--- src/rtl/pipeline_hazard_ctrl.sv ---
// ---------------------------------------------------------------------------
// pipeline_hazard_ctrl
//
// Hazard unit for a five-stage in-order pipeline (F D E M W). It produces:
//   - E-stage operand forwarding selects (purely combinational),
//   - load-use stall, branch flush and memory-wait stall/bubble controls,
//   - a memory-wait watchdog FSM (RUN / MEM_WAIT / FAULT) with a sticky
//     fault flag,
//   - two saturating performance counters (stall cycles, E-flush cycles).
//
// Ports
//   clk, rst                  clock, asynchronous active-high reset
//   Rs1D, Rs2D                source registers of the instruction in D
//   Rs1E, Rs2E, RdE           sources / destination of the instruction in E
//   RdM, RegWriteM            destination / write-enable of the instruction in M
//   RdW, RegWriteW            destination / write-enable of the instruction in W
//   ResultSrcE                2'b01 marks a load in E
//   PCSrcE                    taken branch or jump resolving in E
//   MemReqM, MemReadyM        data-memory access in M / completes this cycle
//   ForwardAE, ForwardBE      00 register file, 01 W result, 10 M ALU result
//   StallF..StallM            hold the corresponding stage register
//   FlushD, FlushE, FlushW    insert a bubble into the corresponding stage
//   MemErr                    sticky memory-timeout fault (state is FAULT)
//   StallCnt, FlushCnt        saturating cycle counters (StallF / FlushE)
//   dbg_state_o               current FSM state: 0 RUN, 1 MEM_WAIT, 2 FAULT
//
// There is no valid/ready handshake on this block: every input is a level
// describing the current pipeline contents and is evaluated each cycle.
// ---------------------------------------------------------------------------
module pipeline_hazard_ctrl #(
  parameter int WAIT_LIMIT = 255,
  parameter int CNT_WIDTH  = 16
) (
  input  logic                 clk,
  input  logic                 rst,
  input  logic [4:0]           Rs1D,
  input  logic [4:0]           Rs2D,
  input  logic [4:0]           Rs1E,
  input  logic [4:0]           Rs2E,
  input  logic [4:0]           RdE,
  input  logic [4:0]           RdM,
  input  logic [4:0]           RdW,
  input  logic                 RegWriteM,
  input  logic                 RegWriteW,
  input  logic [1:0]           ResultSrcE,
  input  logic                 PCSrcE,
  input  logic                 MemReqM,
  input  logic                 MemReadyM,
  output logic [1:0]           ForwardAE,
  output logic [1:0]           ForwardBE,
  output logic                 StallF,
  output logic                 StallD,
  output logic                 StallE,
  output logic                 StallM,
  output logic                 FlushD,
  output logic                 FlushE,
  output logic                 FlushW,
  output logic                 MemErr,
  output logic [CNT_WIDTH-1:0] StallCnt,
  output logic [CNT_WIDTH-1:0] FlushCnt,
  output logic [1:0]           dbg_state_o
);

  // Wait counter is at least 8 bits and always wide enough to hold WAIT_LIMIT.
  localparam int WL_BITS = $clog2(WAIT_LIMIT + 1);
  localparam int WCW     = (WL_BITS > 8) ? WL_BITS : 8;

  typedef enum logic [1:0] {
    RUN      = 2'd0,
    MEM_WAIT = 2'd1,
    FAULT    = 2'd2
  } state_e;

  state_e                 state_q, state_d;
  logic [WCW-1:0]         wait_cnt_q, wait_cnt_d;
  logic [CNT_WIDTH-1:0]   stall_cnt_q, stall_cnt_d;
  logic [CNT_WIDTH-1:0]   flush_cnt_q, flush_cnt_d;

  logic lw_stall;
  logic mem_busy;

  // -------------------------------------------------------------------------
  // Forwarding: M has priority over W because it holds the younger result.
  // Register x0 is never forwarded.
  // -------------------------------------------------------------------------
  function automatic logic [1:0] fwd_sel(
    input logic [4:0] rs,
    input logic       wr_m,
    input logic [4:0] rd_m,
    input logic       wr_w,
    input logic [4:0] rd_w
  );
    if (wr_m && (rd_m != 5'd0) && (rd_m == rs)) begin
      return 2'b10;
    end else if (wr_w && (rd_w != 5'd0) && (rd_w == rs)) begin
      return 2'b01;
    end else begin
      return 2'b00;
    end
  endfunction

  always_comb begin
    ForwardAE = fwd_sel(Rs1E, RegWriteM, RdM, RegWriteW, RdW);
    ForwardBE = fwd_sel(Rs2E, RegWriteM, RdM, RegWriteW, RdW);
  end

  assign lw_stall = (ResultSrcE == 2'b01) && (RdE != 5'd0) &&
                    ((RdE == Rs1D) || (RdE == Rs2D));
  assign mem_busy = MemReqM && !MemReadyM;

  // -------------------------------------------------------------------------
  // Memory-wait watchdog FSM
  // -------------------------------------------------------------------------
  always_ff @(posedge clk or posedge rst) begin
    if (rst) begin
      state_q    <= RUN;
      wait_cnt_q <= '0;
    end else begin
      state_q    <= state_d;
      wait_cnt_q <= wait_cnt_d;
    end
  end

  always_comb begin
    state_d    = state_q;
    wait_cnt_d = wait_cnt_q;
    case (state_q)
      RUN: begin
        if (mem_busy) begin
          state_d    = MEM_WAIT;
          wait_cnt_d = WCW'(1);
        end
      end
      MEM_WAIT: begin
        if (MemReadyM) begin
          state_d    = RUN;
          wait_cnt_d = '0;
        end else if (wait_cnt_q == WCW'(WAIT_LIMIT)) begin
          state_d = FAULT;
        end else begin
          wait_cnt_d = wait_cnt_q + WCW'(1);
        end
      end
      FAULT: begin
        // Only reset leaves FAULT.
        state_d = FAULT;
      end
      default: begin
        state_d    = RUN;
        wait_cnt_d = '0;
      end
    endcase
  end

  // -------------------------------------------------------------------------
  // Stall / flush controls, highest priority first. A memory stall freezes
  // F..M, so a branch or load-use hazard sitting in E/D is held and acted on
  // once memory releases. FlushW keeps the stalled M instruction from
  // retiring twice into W.
  // -------------------------------------------------------------------------
  always_comb begin
    StallF = 1'b0;
    StallD = 1'b0;
    StallE = 1'b0;
    StallM = 1'b0;
    FlushD = 1'b0;
    FlushE = 1'b0;
    FlushW = 1'b0;
    if (rst) begin
      // All controls held inactive during reset.
    end else if ((state_q == FAULT) || mem_busy) begin
      StallF = 1'b1;
      StallD = 1'b1;
      StallE = 1'b1;
      StallM = 1'b1;
      FlushW = 1'b1;
    end else if (PCSrcE) begin
      FlushD = 1'b1;
      FlushE = 1'b1;
    end else if (lw_stall) begin
      StallF = 1'b1;
      StallD = 1'b1;
      FlushE = 1'b1;
    end
  end

  // -------------------------------------------------------------------------
  // Saturating performance counters
  // -------------------------------------------------------------------------
  always_comb begin
    stall_cnt_d = stall_cnt_q;
    flush_cnt_d = flush_cnt_q;
    if (StallF && (stall_cnt_q != {CNT_WIDTH{1'b1}})) begin
      stall_cnt_d = stall_cnt_q + CNT_WIDTH'(1);
    end
    if (FlushE && (flush_cnt_q != {CNT_WIDTH{1'b1}})) begin
      flush_cnt_d = flush_cnt_q + CNT_WIDTH'(1);
    end
  end

  always_ff @(posedge clk or posedge rst) begin
    if (rst) begin
      stall_cnt_q <= '0;
      flush_cnt_q <= '0;
    end else begin
      stall_cnt_q <= stall_cnt_d;
      flush_cnt_q <= flush_cnt_d;
    end
  end

  assign MemErr      = (state_q == FAULT);
  assign StallCnt    = stall_cnt_q;
  assign FlushCnt    = flush_cnt_q;
  assign dbg_state_o = state_q;

endmodule

--- config.mk ---
export PLATFORM = sky130hd
export DESIGN_NAME = pipeline_hazard_ctrl
export DESIGN_NICKNAME = d
export VERILOG_FILES = /design/src/rtl/pipeline_hazard_ctrl.sv
export SDC_FILE = /design/constraint.sdc
export NUM_CORES = 1
export LEC_CHECK = 0
export ABC_AREA = 1
export BUFFER_PORTS_ARGS = -buffer_cell sky130_fd_sc_hd__buf_2
export CAP_MARGIN = 0
export CORE_MARGIN = 5
export CORE_UTILIZATION = 30
export DETAILED_ROUTE_END_ITERATION = 16
export PLACE_DENSITY = 0.55
export SLEW_MARGIN = 20
export SYNTH_ARGS = -nofsm -noshare
export SYNTH_HDL_FRONTEND = slang
export SYNTH_SLANG_ARGS = --single-unit
--- constraint.sdc ---
create_clock -name clk -period 1.6 [get_ports clk]
set_clock_uncertainty 0.1 [all_clocks]
set_input_delay 0.08 -clock clk [delete_from_list [all_inputs] [get_ports clk]]
set_output_delay 0.08 -clock clk [all_outputs]
set_load 0.02 [all_outputs]
==> flow_metrics.tcl <==
set metrics [dict create \
    min_from "MemReadyM" \
    clk_latency_ns 0.30 \
    synth_area_sq_um 3180 \
    vias 3432 \
    firstDrtPassIters 4 \
    rsz0062_at_grt "true" \
    final_nets 652 \
    gp_congestion 0.928 \
    max-slew-margin-rel 0.663 \
    routed_wl_microns 9270 \
    antennaDiodeCount 0 \
    drive_gt1_frac 0.447 \
    endpoint_kind "flop" \
    vias_per_cell 4.63 \
    post-route-util 0.466 \
    io_buffers 89 \
    period_minus_slack_ns 1.66 \
    clkSlewWorstSetupHoldPaths_ns 0.09 \
    syn-instance-count 447 \
    post_drt_wl_per_cell_microns 12.5 \
    pre_cts_ws_ns -0.00977 \
    status "complete, but fails checks" \
    drtAntennaViolNets 0 \
    grt_pass1_vias 3337 \
    power_leakage_nw 2.51 \
    antenna_found_initial 0 \
    drt-initial-drc-count 171 \
    r2r_start "FlushCnt[7]" \
    dp.cells 702 \
    cts_sinks 42 \
    critPathKind "flop to flop" \
    pin_count 90 \
    ys_seq_elements 42 \
    crit_fanout 5 \
    fin_area_sq_um 4810 \
    synth-seq-area-share 0.330 \
    crit_arrival_ns 1.75 \
    syn_to_final_growth_pct 51.3 \
    timing.final.crit_share 1.04 \
    synth_top_flop_cell "dfrtp_1" \
    fin_ws_ns -0.0598 \
    synth_edf_count 0 \
    synthArstFlopShare 1.00 \
    grt_max_degree 31 \
    clock.fmax_mhz 602 \
    violations "setup timing" \
    die_y_microns 113 \
    hpwl_microns 6620 \
    htreeDepth 2 \
    clockBufferDepth 2 \
    cts_made_buffers 5 \
    post_layout_nonfiller_instances 742 \
    cts_root_buffer "clkbuf_8" \
    worstPathRequired_ns 1.69 \
    cap_violations 0 \
    grt_overflow 0 \
    ir_drop_mv 0.648 \
    syn_area_per_cell_sq_um 7.12 \
    grt_pass1_wl_microns 15200 \
    start_util 0.308 \
    rr_endpoint "FlushCnt[6]" \
    die_area_sq_um 12800 \
    worstSetupStartpointType "flop" \
    synth_nets 494 \
    dpl_cell_area_sq_um 4090 \
    num_rows 37 \
    track_usage 0.141 \
    tightest_slew_ns 0.502 \
    drc_errors 0 \
    reg2reg_depth 8 \
    die_x_microns 113 \
    core_sq_um 10300 \
    tritoncts "done" \
    hold_viol 0 \
    hold_path_depth 3 \
    worstHoldEndpoint "dbg_state_o[0]" \
    yosysWarnings 0 \
    ff2ff_setup_slack_ns -0.06 \
    synth_cell_type_count 32 \
    drv_slew 0 \
    fin_setup_tns_ns -0.387 \
    hold_path_class "primary input to flop" \
    power.density_nw_per_um2 547 \
    finalSetupViolations 16 \
]
-- repair_timing --
| action | in CTS | in global routing |
|---|---|---|
| buffers inserted | 15 | 11 |
| hold buffers | 5 | 0 |
| gates resized for setup | 38 | 66 |
| setup endpoints to repair | 27 | 49 |
| cloned | 2 | 2 |
| hold endpoints to repair | 45 | 0 |
| pin swaps | 11 | 32 |
-- layout by cell type, fill, tap and decap left out, types with 9 or more instances in the layout --
cell type	count
nor2_1	31
xnor2_1	20
buf_2	82
nand3_2	10
xor2_1	20
nand2_1	94
nand4_1	21
buf_4	53
dfrtp_1	35
nor2_2	10
nand2_2	30
nand3_1	42
inv_2	12
inv_1	48
nor2_4	9
buf_6	16
-- sequential cells by signal, indices dropped and copies added (netlist names) --
signal,count
dbg_state_o,2
wait_cnt_q,8
StallCnt,16
FlushCnt,16
-- logic make-up after synthesis --
kind of cell | synth area share
xor gates and xnor gates | 0.110
DFF | 0.330
AOI/OAI and AO/OA | 0.0267
buffers and inverters | 0.101
muxes | 0.00315
and+or+nand+nor | 0.416
adders and majority gates | 0.0118
-- power breakdown --
group	leakage [nW]	total [W]	internal, W	switching (W)
Sequential	0.566	0.00118	0.00112	0.0000619
Clock	0.0452	0.000716	0.000309	0.000407
Combinational	1.89	0.000738	0.000330	0.000408
-- worst max-delay path, cell delays in order (launching register included) --
cell and delay [ns]:
dfrtp_1 0.41, nand2_1 0.13, nor3_2 0.21, nand4_1 0.25
buf_6 0.22, nand2_2 0.06, inv_2 0.04, nand4_1 0.08
nand2_1 0.06
-- synthesized netlist by cell type, types with 2 or more instances --
cell type / instances / area [sq um]
nand2_4: 2 / 22.5
inv_1: 53 / 199
xor2_1: 20 / 175
nand2_2: 15 / 93.8
nand3b_1: 2 / 15.0
buf_6: 4 / 45.0
nor3_1: 6 / 30.0
nand2_1: 116 / 435
dfrtp_1: 42 / 1050
nor2_1: 41 / 154
xnor2_1: 20 / 175
ha_1: 3 / 37.5
nand3_2: 2 / 20.0
nor2_4: 3 / 33.8
inv_2: 9 / 33.8
buf_4: 4 / 30.0
buf_2: 3 / 15.0
o21ai_1: 2 / 10.0
nand4_1: 21 / 131
a21oi_1: 3 / 15.0
nor4_1: 2 / 12.5
o21ai_0: 6 / 30.0
nand3_1: 54 / 270
nor2_2: 6 / 37.5
-- per-stage QoR --
| stage | total power [W] | hold slack [ns] |
|---|---|---|
| floorplan | 0.00158 | 0.100 |
| global placement | 0.00185 | 0.0706 |
| detailed placement | 0.00185 | 0.0700 |
| CTS | 0.00263 | 0.0404 |
| global route | 0.00279 | 0.0494 |
| finish | 0.00263 | 0.0488 |
-- layer usage --
layer  up-vias  wire length, microns  GRT usage
met3         8                   525     0.0316
li1       1742                     -          -
met5         -                     0          0
met2        85                  4690      0.248
met1      1597                  3970      0.179
met4         0                    85     0.0272
-- area by class of cell --
type	count	area, sq um
flip-flops and latches	42	1060
inverters	62	238
clock inverters	2	13.8
clock buffers	6	72.6
repair buffers	161	1140
fillers	1040	5510
multi-input cells	333	2120
well taps	136	170
-- worst max path at each step --
stage                   startpoint       endpoint  slack [ns]  depth (start not counted)
global route           FlushCnt[7]    FlushCnt[6]       -0.21                          8
detailed placement   wait_cnt_q[0]  wait_cnt_q[6]       -0.01                         10
CTS                 dbg_state_o[1]         FlushE       -0.07                          9
floorplan           dbg_state_o[1]    StallCnt[3]       -0.14                         12
finish                 FlushCnt[7]    FlushCnt[6]       -0.06                          8
global placement     wait_cnt_q[0]  wait_cnt_q[6]       -0.02                         10
(Power assumes the default switching activity.)
